### config.mk
export PLATFORM = sky130hd
export DESIGN_NAME = minterm_pipeline
export DESIGN_NICKNAME = d
export VERILOG_FILES = /design/src/rtl/minterm_pipeline.sv
export SDC_FILE = /design/constraint.sdc
export NUM_CORES = 1
export LEC_CHECK = 0
export BUFFER_PORTS_ARGS = -buffer_cell sky130_fd_sc_hd__buf_4
export CORE_UTILIZATION = 40
export CTS_CLUSTER_DIAMETER = 50
export DETAILED_ROUTE_END_ITERATION = 8
export GPL_ROUTABILITY_DRIVEN = 0
export REMOVE_ABC_BUFFERS = 1
export SETUP_SLACK_MARGIN = 0.1
export SLEW_MARGIN = 20
export SYNTH_ARGS = -nofsm -noshare
export SYNTH_HDL_FRONTEND = slang
export SYNTH_SLANG_ARGS = --single-unit
export TNS_END_PERCENT = 30
### constraint.sdc
create_clock -name clk -period 2.9 [get_ports clk]
set_input_delay 0.435 -clock clk [delete_from_list [all_inputs] [get_ports clk]]
set_output_delay 0.435 -clock clk [all_outputs]
set_load 0.03 [all_outputs]
### src/rtl/minterm_pipeline.sv
// minterm_pipeline: elastic pipeline evaluating y = tt[x] in sum-of-minterms form, with hit counter
// Ports: clk, reset (sync, active-high); in_valid/in_ready/x input handshake;
//   tt_we/tt_wdata truth-table load; out_valid/out_ready/y output handshake;
//   hit_cnt saturating count of delivered y=1 results; cnt_clr clears it.
// Macro MINTERM_PIPELINE_GATE_DELAY_EN adds gate delays (inv #1, AND #2, OR #4) to the evaluation.
`timescale 1ns/1ps
module minterm_pipeline #(
  parameter int N = 3,
  parameter int STAGES = 2,
  parameter logic [2**N-1:0] INIT_TT = 8'h31
) (
  input  logic              clk,
  input  logic              reset,
  input  logic              in_valid,
  output logic              in_ready,
  input  logic [N-1:0]      x,
  input  logic              tt_we,
  input  logic [2**N-1:0]   tt_wdata,
  output logic              out_valid,
  input  logic              out_ready,
  output logic              y,
  output logic [15:0]       hit_cnt,
  input  logic              cnt_clr
);
  localparam int W = 2**N;
  logic [W-1:0] tt, m;
  logic [N-1:0] xn;
  logic [N-1:0] lit [W];
  logic f, stall;
  logic [STAGES-1:0] v, d;
`ifdef MINTERM_PIPELINE_GATE_DELAY_EN
  assign #1 xn = ~x;
`else
  assign xn = ~x;
`endif
  for (genvar k = 0; k < W; k++) begin : g_mt
    localparam logic [N-1:0] KV = N'(k);
    for (genvar i = 0; i < N; i++) begin : g_lit
      assign lit[k][i] = KV[i] ? x[i] : xn[i];
    end
`ifdef MINTERM_PIPELINE_GATE_DELAY_EN
    assign #2 m[k] = &lit[k];
`else
    assign m[k] = &lit[k];
`endif
  end
`ifdef MINTERM_PIPELINE_GATE_DELAY_EN
  assign #4 f = |(m & tt);
`else
  assign f = |(m & tt);
`endif
  assign stall = out_valid & ~out_ready;
  assign in_ready = ~stall;
  assign out_valid = v[STAGES-1];
  assign y = d[STAGES-1];
  // Whole pipeline holds on stall; bubbles carry d=0 so an idle output reads y=0.
  always_ff @(posedge clk) begin
    if (reset) begin
      v <= '0;
      d <= '0;
      tt <= INIT_TT;
      hit_cnt <= '0;
    end else begin
      if (tt_we) tt <= tt_wdata;
      if (!stall) begin
        v <= STAGES'({v, in_valid});
        d <= STAGES'({d, in_valid & f});
      end
      if (cnt_clr) hit_cnt <= '0;
      else if (out_valid & out_ready & y & ~&hit_cnt) hit_cnt <= hit_cnt + 16'd1;
    end
  end
endmodule

==> impl_summary.md <==
Synthesis
Yosys mapped the design onto 38 distinct sky130hd cell types. The proportion of synthesized flip-flops having asynchronous set or reset is 0%. The flop and latch count out of synthesis is 28. The netlist area before placement is between 1000 and 1500 um^2.

The number of warning messages in the yosys log is 0. The most common flop cell mapped by yosys is sky130_fd_sc_hd__dfxtp_1. Summed over all instances, the cell type with the most area after synthesis is sky130_fd_sc_hd__dfxtp_1. Yosys mapped a number of flops with a built-in enable equal to 0. Yosys attributes the largest share of cell area to sky130_fd_sc_hd__dfxtp_1 42%, sky130_fd_sc_hd__mux2i_1 6.0%, sky130_fd_sc_hd__a21oi_1 4.1%, sky130_fd_sc_hd__nor2_1 3.9%, sky130_fd_sc_hd__nor4_1 3.8%. The per-instance average area after synthesis is roughly 8.8 um^2. The area share of the leading cell type in the synthesized netlist is between 40% and 50%. The share of the Yosys chip area taken by registers is between 40% and 50%.

The synthesized netlist cell count is 151.

Clock network
The largest buffer count on any clock path is 2. The number of post-CTS setup repair buffers is 0. The clock transition time at the flip-flop clock pins of the worst setup and hold paths is roughly 0.15 ns.

The number of hold buffers added after CTS was 0. In this run, CTS created clock tree buffers numbering 3. After clock tree synthesis, the repair step resized 0 gates.

The later pin in the worst-skew pair is clocked with a latency of about 0.33 ns. The TritonCTS clock tree is done. The number of levels the H-tree was split into is 1.

The buffer cell driving the clock tree root is sky130_fd_sc_hd__clkbuf_4. Clock tree synthesis found a total of 28 sinks.

Outcome
The run finished with clean final reports.

GRT
The number of antenna violations at the first check in global routing came to 0. The first global-routing pass estimated approximately 5100 um of wire. For this run the aggregate overflow at the end of global routing stands at 0. The number of global-route vias before repair is roughly 1.1k. The global-route total usage across every layer is a little under a fifth. Entering global routing, the biggest net connects 17 pins.

Floorplanning
For this configuration, the core starts out at a cell density of between 40% and 50%. The die covers about 3600 um^2. The core footprint is between 3000 and 4000 um^2.

The I/O pin count is 36. The die extent in y is 59.7 um. In this run the core area contains 20 standard-cell rows.

In this run the horizontal extent of the chip is approximately 60 um.

Critical path
The setup check on the worst reg-to-reg path leaves a slack of approximately 1.0 ns. The data required time of the critical path is 3.14 ns. The critical path in this run is classified as reg -> reg. Of all nets on the critical path, the largest fanout is 8. STA classifies the critical path startpoint as a flop.

For the worst setup path, the data arrival time is about 2.1 ns. The critical path capture point type is a flop.

Finish
The area growth from synthesis to layout is 26.6%. The post-layout net count is between 200 and 250. The number of inserted filler cells in the final layout is slightly above 300. The antenna diode instance count is 0.

The most common cell after layout, fill and taps aside is sky130_fd_sc_hd__buf_4. The fraction of layout cells with a size suffix above 1 is 24.2%. Leaving out fill and tap cells, the most frequent cells in the layout are 35 x sky130_fd_sc_hd__buf_4, 28 x sky130_fd_sc_hd__dfxtp_1, 14 x sky130_fd_sc_hd__nor2_1.

Power
The power per unit of standard cell area is about 420 nW/um^2. Across the VDD grid, the largest voltage drop is between 0.0002 and 0.0003 V. In this run the static leakage power is around 0.00063 uW.

Drt
The total via count after detailed routing is 1280. The vias per cell is around 5.6. After the first detailed-routing iteration, the DRC count stood at 77. The post-detailed-route count of antenna-violating nets is 0.

The first TritonRoute pass finished after 4 iterations. After detailed routing, the average wire length per cell comes to 13.1 um. The final wirelength is 3010 um. The final routed DRC violation total is 0.

Timing
The minimum hold slack is about 0.30 ns. The max-slew violation count is 0. At the pin with the least slew margin, the transition time is between 0.9 and 1 ns. The final number of setup-violating endpoints is 0. The time the worst path needs with I/O delays and setup is around 1.9 ns.

In the final timing run, aggregate negative setup slack is 0 ns. Based on the critical path, the design can be clocked at up to around 530 MHz. The number of failing hold endpoints at the final stage is 0.

Setup repair after global routing left no endpoint under its margin. The worst clock skew is around 0.0043 ns. The period utilization is between 60 and 70%.

The relative max-transition margin is approximately two fifths.

Min path
The min-delay analysis places its worst path in the category in -> reg.

Run
The count of max-cap constraint violations is 0.

Place
The count of buffers added on input and output ports is 35. Detailed placement finished with a half-perimeter wire length of roughly 2300 um.
per-stage QoR:
stage / power (uW) / util, % / setup slack [ns] / cells / instance area, um^2
after floorplan: 437 / - / 1.05 / 147 / 1320
after global placement: 468 / 52.6 / 1.08 / 226 / 1630
after detailed placement: 470 / 52.6 / 1.02 / 226 / 1630
after CTS: 728 / 54.3 / 0.996 / 230 / 1690
after global routing: 746 / 54.3 / 0.735 / 230 / 1690
final: 716 / 54.3 / 1.00 / 230 / 1690
sequential cells by signal (all words and copies together) (netlist names):
signal   flops
d            2
hit_cnt     16
tt           8
v            2
cells in the mapped netlist, types with 3 or more instances:
master                      n
sky130_fd_sc_hd__dfxtp_1   28
sky130_fd_sc_hd__nor2_1    14
sky130_fd_sc_hd__nand2_1   12
sky130_fd_sc_hd__a21oi_1   11
sky130_fd_sc_hd__nand3_1    9
sky130_fd_sc_hd__mux2i_1    8
sky130_fd_sc_hd__nor4_1     8
sky130_fd_sc_hd__inv_1      4
sky130_fd_sc_hd__nor2b_1    4
sky130_fd_sc_hd__nor3_1     4
sky130_fd_sc_hd__o21ai_0    4
sky130_fd_sc_hd__o31ai_1    4
sky130_fd_sc_hd__a211o_1    3
sky130_fd_sc_hd__clkbuf_1   3
sky130_fd_sc_hd__nand4_1    3
sky130_fd_sc_hd__or4_1      3
critical path, stage by stage, from the launching register on:
cell and delay, ns:
sky130_fd_sc_hd__dfxtp_1 0.50, sky130_fd_sc_hd__nand4_4 0.19, sky130_fd_sc_hd__nor4_1 0.83, sky130_fd_sc_hd__nor4_1 0.10, sky130_fd_sc_hd__o21a_1 0.20
cells by family after synthesis:
logic type               Yosys count  synth area share [%]
AO/OA/AOI/OAI                     37                  18.9
buffers and inverters              8                  2.35
adder cells (fa/ha/maj)            1                 0.940
AND/OR/NAND/NOR                   68                  28.0
multiplexers                       9                  7.71
flip-flops                        28                  42.1
area by class of cell:
class / instances / area [um^2] / area share [%]
clock buffers: 3 / 22.5 / 1.34
clock inverters: 1 / 30.0 / 1.78
well taps: 44 / 55.1 / 3.27
inverters: 4 / 15.0 / 0.891
flip-flops and latches: 28 / 561 / 33.3
repair buffers: 35 / 263 / 15.6
multi-input cells: 115 / 739 / 43.9
final timing paths:
check,to,startpoint,cells after the start
min reg2reg,v[0]$_SDFFE_PP0N_,v[0]$_SDFFE_PP0N_,2
max reg2reg,hit_cnt[3]$_SDFFE_PP0P_,hit_cnt[5]$_SDFFE_PP0P_,4
min,tt[5]$_SDFFE_PP1P_,tt_wdata[5],2
max,hit_cnt[3]$_SDFFE_PP0P_,hit_cnt[5]$_SDFFE_PP0P_,4
power by group:
| group | internal, uW | leakage, uW | switching (uW) |
|---|---|---|---|
| clock | 140 | 0.0000279 | 115 |
| sequential | 395 | 0.000228 | 5.18 |
| combinational | 32.0 | 0.000370 | 28.4 |
| total | 567 | 0.000626 | 149 |
routing by layer:
layer	up-vias	global-route usage [%]	share of wire [%]	routed length, um
met1	600	23.0	45	1370
met3	2	3.90	3.4	101
met4	0	4.98	0.83	25
li1	651	-	-	-
met2	27	33.7	50	1510
met5	-	0	0	0
(Power assumes the default switching activity.)
